File: src/rtl/vgafb_graycounter_ud.sv
// Up/down Gray-code counter with clear, load, wrap/saturate, look-ahead Gray and terminal flag.
// Down counting is compiled in only when VGAFB_GRAYCNT_DOWN_EN is defined.
module vgafb_graycounter_ud #(
   parameter int unsigned COUNTER_WIDTH = 4,
   parameter int unsigned RESET_VALUE   = 0,
   parameter int unsigned SATURATE      = 0
) (
   input  logic                     Clk,
   input  logic                     Reset_n_in,
   input  logic                     Clear_in,
   input  logic                     Load_in,
   input  logic [COUNTER_WIDTH-1:0] LoadValue_in,
   input  logic                     Enable_in,
   input  logic                     Down_in,
   output logic [COUNTER_WIDTH-1:0] BinaryCount_out,
   output logic [COUNTER_WIDTH-1:0] GrayCount_out,
   output logic [COUNTER_WIDTH-1:0] GrayNext_out,
   output logic                     Term_out
);

   typedef logic [COUNTER_WIDTH-1:0] count_t;

   function automatic count_t to_gray(input count_t b);
      return b ^ (b >> 1);
   endfunction

   localparam count_t RESET_BIN  = COUNTER_WIDTH'(RESET_VALUE);
   localparam count_t RESET_GRAY = RESET_BIN ^ (RESET_BIN >> 1);
   localparam count_t ONE        = COUNTER_WIDTH'(1);

   count_t bin_q;
   count_t gray_q;
   logic   term_q;
   count_t step_bin;
   logic   at_term;

`ifdef VGAFB_GRAYCNT_DOWN_EN
   logic down;
   assign down = Down_in;

   always_comb begin
      step_bin = bin_q;
      at_term  = down ? (bin_q == '0) : (bin_q == '1);
      if (at_term) begin
         if (SATURATE == 0)
            step_bin = down ? '1 : '0;
      end else if (down) begin
         step_bin = bin_q - ONE;
      end else begin
         step_bin = bin_q + ONE;
      end
   end
`else
   logic unused_down;
   assign unused_down = Down_in;

   always_comb begin
      step_bin = bin_q;
      at_term  = (bin_q == '1);
      if (at_term) begin
         if (SATURATE == 0)
            step_bin = '0;
      end else begin
         step_bin = bin_q + ONE;
      end
   end
`endif

   // Binary and Gray registers update together so the Gray output never lags.
   always_ff @(posedge Clk or negedge Reset_n_in) begin
      if (!Reset_n_in) begin
         bin_q  <= RESET_BIN;
         gray_q <= RESET_GRAY;
         term_q <= 1'b0;
      end else if (Clear_in) begin
         bin_q  <= RESET_BIN;
         gray_q <= RESET_GRAY;
         term_q <= 1'b0;
      end else if (Load_in) begin
         bin_q  <= LoadValue_in;
         gray_q <= to_gray(LoadValue_in);
         term_q <= 1'b0;
      end else if (Enable_in) begin
         bin_q  <= step_bin;
         gray_q <= to_gray(step_bin);
         term_q <= at_term;
      end else begin
         term_q <= 1'b0;
      end
   end

   assign BinaryCount_out = bin_q;
   assign GrayCount_out   = gray_q;
   assign GrayNext_out    = to_gray(step_bin);
   assign Term_out        = term_q;

endmodule
File: config.mk
export PLATFORM = sky130hd
export DESIGN_NAME = vgafb_graycounter_ud
export DESIGN_NICKNAME = d
export VERILOG_FILES = /design/src/rtl/vgafb_graycounter_ud.sv
export SDC_FILE = /design/constraint.sdc
export NUM_CORES = 1
export LEC_CHECK = 0
export CAP_MARGIN = 15
export CORE_MARGIN = 2
export CORE_UTILIZATION = 40
export DETAILED_ROUTE_END_ITERATION = 8
export GPL_ROUTABILITY_DRIVEN = 0
export HOLD_SLACK_MARGIN = 0.08
export PLACE_DENSITY = 0.76
export SLEW_MARGIN = 0
export SYNTH_ARGS = -nofsm -noshare
export SYNTH_HDL_FRONTEND = slang
export SYNTH_SLANG_ARGS = --single-unit
export TNS_END_PERCENT = 20
File: constraint.sdc
create_clock -name Clk -period 1.8 [get_ports Clk]
set_input_delay 0.27 -clock Clk [delete_from_list [all_inputs] [get_ports Clk]]
set_output_delay 0.27 -clock Clk [all_outputs]
set_load 0.01 [all_outputs]
==> run summary <==
* share of flip-flops with an asynchronous set or reset: 1.00
* Die Area: 1740 um^2
* area added between synthesis and finish: 53.2%
* maximum clock frequency: 573 MHz
* DRC violations left: 0
* post-DR vias/cell: 5.35
* number of setup violations in the final report: 0
* Min-Delay Path Class: in2async
* Critical Path Fanout Max: 4
* result of the run: finished, final reports clean
* count of input and output buffers: 21
* met2 Resource Use GR: 0.281
* Largest delay share family, worst path: flip-flops
* final core utilization: 0.662
* final worst slack: 53.7 ps
* Slowest-stage cell, CP: dfrtp_1
* CTS Root Buffer Type: clkbuf_4
* number of violations reported at the end of detailed-routing iteration 0: 5
* Gate Count Post-Synth: 60
* number of failing hold endpoints at the final stage: 0
* DP Worst Slack: -67.2 ps
* number of top-level pins: 23
* cell area after synthesis: 569 um^2
* pin count of the biggest net entering global routing: 10
* delay of the slowest critical-path stage: 390 ps
* top library cells by usage in the layout, fill and taps aside: clkdlybuf4s50_1, buf_4, dfrtp_1
* clock period minus final worst setup slack: 1750 ps
* yosys warns: 0
* Num Clock Sinks: 8
* CP Class: reg2out
* synthesized area divided by synthesized cell count: 9.49 um^2
* synthesized netlist net count: 71
* number of diodes added for antenna fixing: 0
* Clock Skew: 6.35 ps
* average wire per cell in the routed design: 14.1 um
* x dimension of the die: 41.7 um
* fraction of final layout cells sized beyond drive strength 1: 0.264
* fraction of met3 tracks used by global routing: 0.0696
* cts bufs inserted: 3
* global-route wire length before repair: 2290 um
* final antenna-violating net count: 0
* Site Rows: 13
* cells traversed along the worst timing path: ha_2 -> a31oi_4 -> xor2_2 -> clkdlybuf4s15_2
* clock tree from TritonCTS: built
* initial antenna violation count: 0
* clock latency on the worst-skew pair: 260 ps
* cell area power density: 644 nW/um^2
* overall overflow remaining after global route: 0
* Crit path arrival time: 1480 ps
* worst setup slack for register-to-register paths: 410 ps
* vias in the first global route: 544
* required time at the endpoint of the critical path: 1530 ps
* maximum capacitance violations: 0
* postcts setup bufs: 0
* most frequent standard cell in the layout excluding fill and tap cells: clkdlybuf4s50_1
* number of pins with negative max-slew slack in the final report: 0
* portion of the post-synthesis area used by sequential elements: 0.352
* Worst-Margin Slew: 393 ps
* count of vias placed by the detailed router: 546
* starting utilization of the core area: 0.432
* post-synthesis register bit count: 8
* library cells used by synthesis: 31
* relative max-transition margin: 0.737
* GRT Util Overall: 0.173
* clock-pin slew of the registers on the worst-case setup and hold paths: 60 ps
* static power due to leakage: 0.000367 uW
* hold buffer count at CTS: 0
* type of origin of the critical path: flip-flop
* number of flops mapped to enable cells by yosys: 0
* fin crit share: 0.970
* post-detail-place hpwl: 1110 um
* maximum clock path buffer count: 2
* Worst Setup End Kind: primary output
* met1 usage: 0.182
* CTS H-tree lvls: 1
* height of the chip: 41.7 um
* GRT Max-Usage Layer: met2
* core footprint: 1320 um^2
* Post-synth top flop: dfrtp_1
* maximum vdd ir drop: 334 uV
* overall power: 562 uW
* total wirelength of the detailed-routed design: 1440 um
* sum of buffers and inverters on the critical path: 1
* total number of nets in the final design: 100
* number of optimization iterations in the first detailed-route pass: 4
* layout filler cell count: 113
## worst paths after layout
path                                     from                  to  depth (start not counted)
max                        BinaryCount_out[1]     GrayNext_out[0]                          4
min                                Reset_n_in  BinaryCount_out[3]                          1
max reg2reg                BinaryCount_out[1]  BinaryCount_out[3]                          5
min reg2reg                  GrayCount_out[0]    GrayCount_out[0]                          2
max in group asynchronous          Reset_n_in    GrayCount_out[1]                          1
min in group Clk             GrayCount_out[0]    GrayCount_out[0]                          2
## through the flow
step	TNS, ps	instance area [um^2]	hold WS (ps)	instances
after floorplan	0	569	-25.6	60
after global placement	-123	831	508	99
after detailed placement	-130	831	513	99
after CTS	-2.23	850	304	102
after global routing	-9.54	872	334	102
final	0	872	295	102
## worst register-to-register path: cells and delay by family, from the launching register on
kind / cells / cell delay (ps)
simple gates: 3 / 450
flops: 1 / 390
compound gates: 1 / 280
buf+inv: 1 / 160
## flip-flops by register name (all words and copies together) (netlist names)
register and count:
GrayCount_out 3, BinaryCount_out 4, Term_out 1
## final cells by class
| type | instances | area, um^2 | area share |
|---|---|---|---|
| Clock buffer | 3 | 22.5 | 0.0258 |
| Inverter | 2 | 7.51 | 0.00861 |
| Multi-Input combinational cell | 44 | 359 | 0.412 |
| Sequential cell | 8 | 200 | 0.230 |
| Tap cell | 15 | 18.8 | 0.0215 |
| Timing Repair Buffer | 30 | 264 | 0.303 |
## Yosys cell counts (2+ instances only)
| library cell | n | area, um^2 |
|---|---|---|
| nand3_1 | 3 | 15.0 |
| a21oi_1 | 2 | 10.0 |
| dfrtp_1 | 8 | 200 |
| mux2i_1 | 2 | 20.0 |
| nor2_1 | 6 | 22.5 |
| clkbuf_1 | 2 | 7.51 |
| inv_1 | 2 | 7.51 |
| nand2_1 | 3 | 11.3 |
| o21ai_0 | 2 | 10.0 |
| buf_4 | 3 | 22.5 |
| xnor2_1 | 7 | 61.3 |
## kinds of logic after synthesis
family | synth area share
flops | 0.352
simple gates | 0.156
xor+xnor | 0.123
mux | 0.0352
fa+ha+maj | 0.0220
compound gates | 0.237
buf+inv | 0.0747
## repair_timing
item / 4_1_cts / 5_1_grt
endpoints found under the hold margin: 0 / 0
pin swaps: 1 / 1
resized for setup: 10 / 9
setup endpoints to repair: 4 / 3
## where the power goes
group	internal [uW]	total, uW	switching (uW)	leakage, uW
registers	192	203	10.9	0.000105
clock network	77.0	148	71.2	0.0000138
logic	114	210	96.6	0.000248
total	383	562	179	0.000367
## per-layer routing
layer,vias to the layer above,part of all wire
met4,0,0.040
li1,270,-
met1,245,0.42
met3,9,0.071
met5,-,0
met2,22,0.47
No activity file was read; power rests on OpenSTA's default activity.
